## src/rtl/s38417_match_lock.sv

```systemverilog
// s38417_match_lock
//   Multi-channel source-select comparator with a registered mismatch flag
//   and a match-lock FSM.
//   Each channel picks one of SRC source bits through a shared one-hot select.
//   The picked bit is compared against that channel's reference bit.
//   A consecutive full-match counter moves the FSM from ARMED to LOCKED.
//   Optional feature macro: S38417_SEL_CHECK_EN
//     - Adds the sel_err output, which flags a select that is not one-hot.
//     - While the select is illegal, ARMED treats the cycle as a mismatch.
module s38417_match_lock #(
  parameter int CH       = 10,
  parameter int SRC      = 3,
  parameter int THRESH_W = 4
) (
  input  logic                CK,
  input  logic                RST,
  input  logic                hold_a,
  input  logic                hold_b,
  input  logic [SRC-1:0]      sel,
  input  logic [CH*SRC-1:0]   src_data,
  input  logic [CH-1:0]       ref_bits,
  input  logic [CH-1:0]       ch_mask,
  input  logic [THRESH_W-1:0] threshold,
  input  logic                arm,
  input  logic                clear,
  output logic                mismatch_q,
  output logic [THRESH_W-1:0] hit_cnt,
  output logic [1:0]          state_q,
  output logic                locked
`ifdef S38417_SEL_CHECK_EN
  ,
  output logic                sel_err
`endif
);

  typedef enum logic [1:0] {
    IDLE   = 2'b00,
    ARMED  = 2'b01,
    LOCKED = 2'b10
  } state_t;

  localparam logic [THRESH_W-1:0] THR_ONE = THRESH_W'(1);

  state_t              state;
  logic [CH-1:0]       sel_bit;
  logic                mm;
  logic                hold;
  logic                cnt_fail;
  logic [THRESH_W-1:0] eff_thr;
  logic [THRESH_W-1:0] hit_inc;

`ifdef S38417_SEL_CHECK_EN
  localparam logic [SRC-1:0] SEL_ONE = SRC'(1);
  logic sel_onehot;
`endif

  // Pick the selected source bit for every channel; a multi-hot select ORs
  // the chosen sources together and an all-zero select yields 0.
  always_comb begin
    sel_bit = '0;
    for (int c = 0; c < CH; c++) begin
      for (int s = 0; s < SRC; s++) begin
        sel_bit[c] = sel_bit[c] | (sel[s] & src_data[c*SRC+s]);
      end
    end
  end

  // Any enabled channel disagreeing with its reference is a mismatch.
  assign mm   = |(ch_mask & (sel_bit ^ ref_bits));
  assign hold = hold_a & hold_b;

  // A zero threshold behaves like 1 so that one clean cycle is enough to lock.
  assign eff_thr = (threshold == '0) ? THR_ONE : threshold;

  // The match counter saturates at all-ones instead of wrapping.
  assign hit_inc = (&hit_cnt) ? hit_cnt : (hit_cnt + THR_ONE);

`ifdef S38417_SEL_CHECK_EN
  // One-hot means non-zero with exactly one bit set.
  assign sel_onehot = (sel != '0) && ((sel & (sel - SEL_ONE)) == '0);
  assign cnt_fail   = mm | ~sel_onehot;
`else
  assign cnt_fail   = mm;
`endif

  assign state_q = state;

  // Registered compare flag plus lock FSM.
  // Priority on each edge: reset, then hold freezes everything, then clear,
  // then the normal FSM step.
  always_ff @(posedge CK or posedge RST) begin
    if (RST) begin
      mismatch_q <= 1'b0;
      hit_cnt    <= '0;
      state      <= IDLE;
      locked     <= 1'b0;
`ifdef S38417_SEL_CHECK_EN
      sel_err    <= 1'b0;
`endif
    end else if (!hold) begin
      mismatch_q <= mm;
`ifdef S38417_SEL_CHECK_EN
      sel_err    <= ~sel_onehot;
`endif
      if (clear) begin
        state   <= IDLE;
        hit_cnt <= '0;
        locked  <= 1'b0;
      end else begin
        case (state)
          IDLE: begin
            hit_cnt <= '0;
            if (arm) begin
              state <= ARMED;
            end
          end
          ARMED: begin
            if (cnt_fail) begin
              hit_cnt <= '0;
            end else begin
              hit_cnt <= hit_inc;
              if (hit_inc >= eff_thr) begin
                state  <= LOCKED;
                locked <= 1'b1;
              end
            end
          end
          LOCKED: begin
            locked <= 1'b1;
          end
          default: begin
            state   <= IDLE;
            hit_cnt <= '0;
            locked  <= 1'b0;
          end
        endcase
      end
    end
  end

endmodule

```

## config.mk

```make
export PLATFORM = sky130hd
export DESIGN_NAME = s38417_match_lock
export DESIGN_NICKNAME = d
export VERILOG_FILES = /design/src/rtl/s38417_match_lock.sv
export SDC_FILE = /design/constraint.sdc
export NUM_CORES = 1
export LEC_CHECK = 0
export CORE_ASPECT_RATIO = 0.7
export CORE_MARGIN = 10
export CORE_UTILIZATION = 35
export CTS_BUF_LIST = sky130_fd_sc_hd__clkbuf_4
export CTS_CLUSTER_SIZE = 16
export DETAILED_ROUTE_END_ITERATION = 16
export PLACE_DENSITY = 0.83
export SLEW_MARGIN = 20
export SYNTH_ARGS = -nofsm -noshare
export SYNTH_HDL_FRONTEND = slang
export SYNTH_SLANG_ARGS = --single-unit
```

## constraint.sdc

```tcl
create_clock -name CK -period 2.7 [get_ports CK]
set_input_delay 0.27 -clock CK [delete_from_list [all_inputs] [get_ports CK]]
set_output_delay 0.27 -clock CK [all_outputs]
set_load 0.01 [all_outputs]
```

* Word-level counts from Yosys, hierarchy flattened
Index checks and enable logic that the tools add are counted.
Storage, ports and cells: register bits 8, output and inout bits 8, input port bits 63, logic and storage cells 88
Operators by class: equality and inequality tests 7, bitwise gates (word level) 54, reductions and logical operators 7, $lt $le $gt $ge 1, muxes and demuxes 14, add/sub/neg operators 1
Operators by type and width (count):
- 1-bit bitwise AND | 31
- 1-bit OR | 20
- 4-bit two-way mux | 4
- 10-bit bitwise AND | 1
- 10-bit OR reduction | 1
- 10-bit bitwise XOR | 1
- 3-bit != test, second input constant | 3
- 2-bit two-way mux | 4
- 4-bit one-hot mux with 2 select lines | 1
- 4-bit AND reduction | 2
- 2-bit one-hot mux with 3 select lines | 1
- 5-bit AND reduction | 1
- 4-bit by 1-bit adder with 4-bit output, second input constant | 1
- 4-bit >= comparator | 1
- 4-bit zero test | 1
- 2-bit != test, second input constant | 2
- 1-bit two-way mux | 3
- 1-bit one-hot mux with 3 select lines | 1
- 2-bit by 1-bit == test with 1-bit output, second input constant | 1
- 2-bit == test, second input constant | 1
- 2-bit zero test | 1
- 2-bit AND reduction | 1
- 1-bit NOT | 1

* Logic depth before layout (Yosys ltp)
depth after elaboration 9, gate-level depth with buffers 10, gate-level depth less buffers 10

* Worst setup path after synthesis
No wires, ideal clock.
path type reg2reg, from register hit_cnt[0], to register state[0] (netlist: state_q[0]), arrival time 2.428 ns, path buffers 0, setup time 0.122 ns, required time 2.578 ns, setup slack 0.150 ns, period minus slack after synthesis 2.550 ns, stages on the path, launching flop included 11, cells stage by stage dfrtp_1 ha_1 nand3_1 mux2_2 ha_1 o21ai_0 a21oi_1 o21a_1 a21boi_0 nand2_1 a32o_1
On the way: word-level cells in the longest chain between the ends 5, elaborated cells between the ends (all ways) 6, classes of those cells add/sub: 1; order compare: 1; eq/ne: 1; mux: 1; reduce/logical: 2
Ends and longest elaborated chain:
- from (decl) | line 27 | output logic [THRESH_W-1:0] hit_cnt,
- from (signal assigned) | line 121 | hit_cnt <= hit_inc;
- 4-bit by 1-bit adder with 4-bit output or 4-bit AND reduction (tied branches) | line 76 | assign hit_inc = (&hit_cnt) ? hit_cnt : (hit_cnt + THR_ONE);
- 4-bit two-way mux * | line 76
- 4-bit >= comparator * | line 122 | if (hit_inc >= eff_thr) begin
- 3-bit != test (no line) *
- 5-bit AND reduction (no line) *
- to (signal assigned) | line 95 | state <= IDLE;
- to (signal assigned) | line 123 | state <= LOCKED;
- to (signal assigned) | line 132 | state <= IDLE;
- to (decl) | line 44 | state_t state;
Every way passes the cells marked *; elsewhere a longest branch is shown, timed or not. A chain may end at the register's enable or synchronous reset.

* Worst setup path after layout
from input sel[0], to register state[0] (netlist: state_q[0])
On the way: word-level cells in the longest chain between the ends 8, elaborated cells between the ends (all ways) 35, classes of those cells eq/ne: 1; bitwise: 32; reduce/logical: 2
Ends and longest elaborated chain:
- from (decl) | line 19 | input logic [SRC-1:0] sel,
- 1-bit bitwise AND | line 63 | sel_bit[c] = sel_bit[c] | (sel[s] & src_data[c*SRC+s]);
- 1-bit OR (2 in a row) | line 63
- 10-bit bitwise XOR * | line 69 | assign mm = |(ch_mask & (sel_bit ^ ref_bits));
- 10-bit bitwise AND * | line 69
- 10-bit OR reduction * | line 69
- 3-bit != test (no line) *
- 5-bit AND reduction (no line) *
- to (signal assigned) | line 95
- to (signal assigned) | line 106 | state <= IDLE;
- to (signal assigned) | line 114 | state <= ARMED;
Marked as above.

==> run summary <==
Status - completed
Rel. slew slack - 72.21%
Post-synth top area cell - dfrtp_1
Post-CTS setup buffer count - 0
PwrDens - 357.9 mW/mm2
Non-Filler Instances - 219
Post-CTS sizing - 0
Hold WS - 258.2 ps
Final WL - 3.988 mm
Ys async rst share - 100.0%
Fmax - 0.3847 GHz
Fin crit period - 2599 ps
Worst Setup Path Type - input port to flop
Vias in the first global route - 1228
Seq/Total Area, Yosys - 21.28%
WP data required - 2900 ps
Worst vdd ir - 0.2192 mV
Post-Syn Area per Cell - 8.793 um2
EDFF count, synth - 0
Crit-path max FO - 8
# rows - 15
Cell Area, Synth - 940.9 um2
# DRC - 0
Global-route wire length before repair - 6.141 mm
CP Capture Type - flop
CTS sink count - 8
Synthesized net count - 179
Die W - 81.97 um
Clock latency on the worst-skew pair - 260 ps
Wirelength per Cell - 18.21 um
Synth warnings - 0
Total power - 0.0006242 W
Most common cell after layout, fill and taps aside - clkdlybuf4s50_1
Reg2reg path depth - 9
Placed Instances - 216
Most frequent cells in the layout - clkdlybuf4s50_1 (70), inv_1 (12), a222oi_1 (10)
# IOs - 71
Antenna Nets Post-Route - 0
Worst Tran Pin Value - 416.8 ps
Max Root-Sink Buffers - 2
Max Cap Violations - 0
DRT iter0 DRCs - 150
Tot GR Track Use - 15.07%
Routability congestion estimate - 0.8792
Hold bufs inserted after CTS - 0
CP startpoint kind - input port
Initial Utilization - 37.41%
DPL Wire Length - 3.579 mm
Clock-pin slew on the worst setup and hold paths - 60 ps
Ratio of cells with drive above 1 in the final layout - 8.108%
Core area - 0.002515 mm2
Die area - 0.005195 mm2
Hold Vio Cnt, Final - 0
Reg-to-reg critical path startpoint - hit_cnt[0]$_DFFE_PP0P_
Initial antenna violation count - 0
Layout Nets - 259
Clock Tree Root - clkbuf_4
Buffers added on ports - 70
Vias after detailed routing - 1183
CTS tree - done
Post-layout util - 69.35%
Pins Over Slew Limit - 0
Fillers - 197
CTS Buf Count - 3
# H-tree levels - 1
Worst Skew - 9.167 ps
P_leak - 0.7350 nW
Final instance area - 0.001744 mm2
Share of the synthesized area in the top cell type - 21.28%
Number of cells produced by synthesis - 107
Final period util - 96.28%
Worst EP arrival - 2800 ps
Synthesized flop and latch total - 8
Main area contributors after synthesis - dfrtp_1 (21%), ha_1 (12%), a222oi_1 (11%), xnor2_1 (7.4%), a32o_1 (5.3%)
Largest net degree at the start of global routing - 9
Number of diodes - 0
Worst setup path start - sel[0]
Vias per cell - 5.402
# setup viols final - 0
Cell variety after synth - 33
Placed cell area - 0.001718 mm2
Worst min path class - input port to asynchronous set/reset pin
GRT Residual Overflow - 0
Area grow syn2layout - 85.37%
Unrepaired setup endpoints after global routing - no
Chip height - 63.38 um
DR pass1 iterations - 5
Synth Flop Type - dfrtp_1
[kinds of logic (layout without fill, tap and decap cells)]
group	count (synthesis)	in the layout	share of synthesized area, %
compound gates	34	34	30.99
xor+xnor	8	8	7.447
fa+ha+maj	9	9	11.97
buf+inv	15	93	7.579
flops	8	8	21.28
mux	4	4	4.388
simple gates	29	29	16.36
[state kept, by name, indices dropped and copies added (netlist names)]
signal / count
locked: 1
hit_cnt: 4
state_q: 2
mismatch_q: 1
[per-stage QoR]
step	setup TNS (ps)	setup slack, ps
floorplan	0	150.2
global placement	0	28.71
detailed placement	-504.0	-144.2
CTS	0	18.76
global route	0	21.66
finish	0	100.6
[layout make-up]
| cell class | instances | area (um2) | share of cell area (%) |
|---|---|---|---|
| Clock buffer | 3 | 22.52 | 1.291 |
| Inverter | 12 | 45.04 | 2.583 |
| Multi-Input combinational cell | 84 | 673.1 | 38.59 |
| Sequential cell | 8 | 200.2 | 11.48 |
| Tap cell | 34 | 42.54 | 2.439 |
| Timing Repair Buffer | 78 | 760.7 | 43.62 |
[critical path, cell delays in order]
cell and delay, ps:
clkdlybuf4s50_1 550, a222oi_1 490, xnor2_1 130, a2111o_1 470
nor4_4 390, buf_4 200, o211a_1 160, a32o_1 130
[synthesized netlist by cell type, types with 2 or more instances]
library cell / count
o21ai_1: 2
a32o_1: 5
nand2_1: 8
nand2b_1: 4
a222oi_1: 10
xnor2_1: 8
ha_1: 9
buf_6: 2
nor2_1: 9
nand3_1: 2
a21oi_1: 3
mux2i_1: 3
dfrtp_1: 8
inv_1: 12
a22o_1: 3
o21ai_0: 2
[report_power, final]
| part | switching (W) | internal [W] | leakage (nW) |
|---|---|---|---|
| sequential | 0.0000189 | 0.000136 | 0.105 |
| combinational | 0.000164 | 0.000210 | 0.616 |
| clock | 0.0000439 | 0.0000511 | 0.0138 |
| total | 0.000227 | 0.000397 | 0.735 |
[final timing paths]
check,to,slack [ps]
setup reg to reg,locked$_DFFE_PP0P_,150
min in group CK,mismatch_q$_DFFE_PP0N_,540
max in group asynchronous,state_q[1]$_DFFE_PP0P_,2190
setup / recovery,state_q[0]$_DFFE_PP0P_,100
hold / removal,state_q[0]$_DFFE_PP0P_,260
hold reg to reg,mismatch_q$_DFFE_PP0N_,540
[per-layer routing]
| layer | vias up | track usage, % | part of all wire, % |
|---|---|---|---|
| li1 | 573 | - | - |
| met1 | 567 | 17.09 | 39 |
| met2 | 41 | 27.54 | 55 |
| met3 | 2 | 3.824 | 5.9 |
| met4 | 0 | 2.331 | 0.53 |
| met5 | - | 0 | 0 |
No activity file was read; power rests on OpenSTA's default activity.
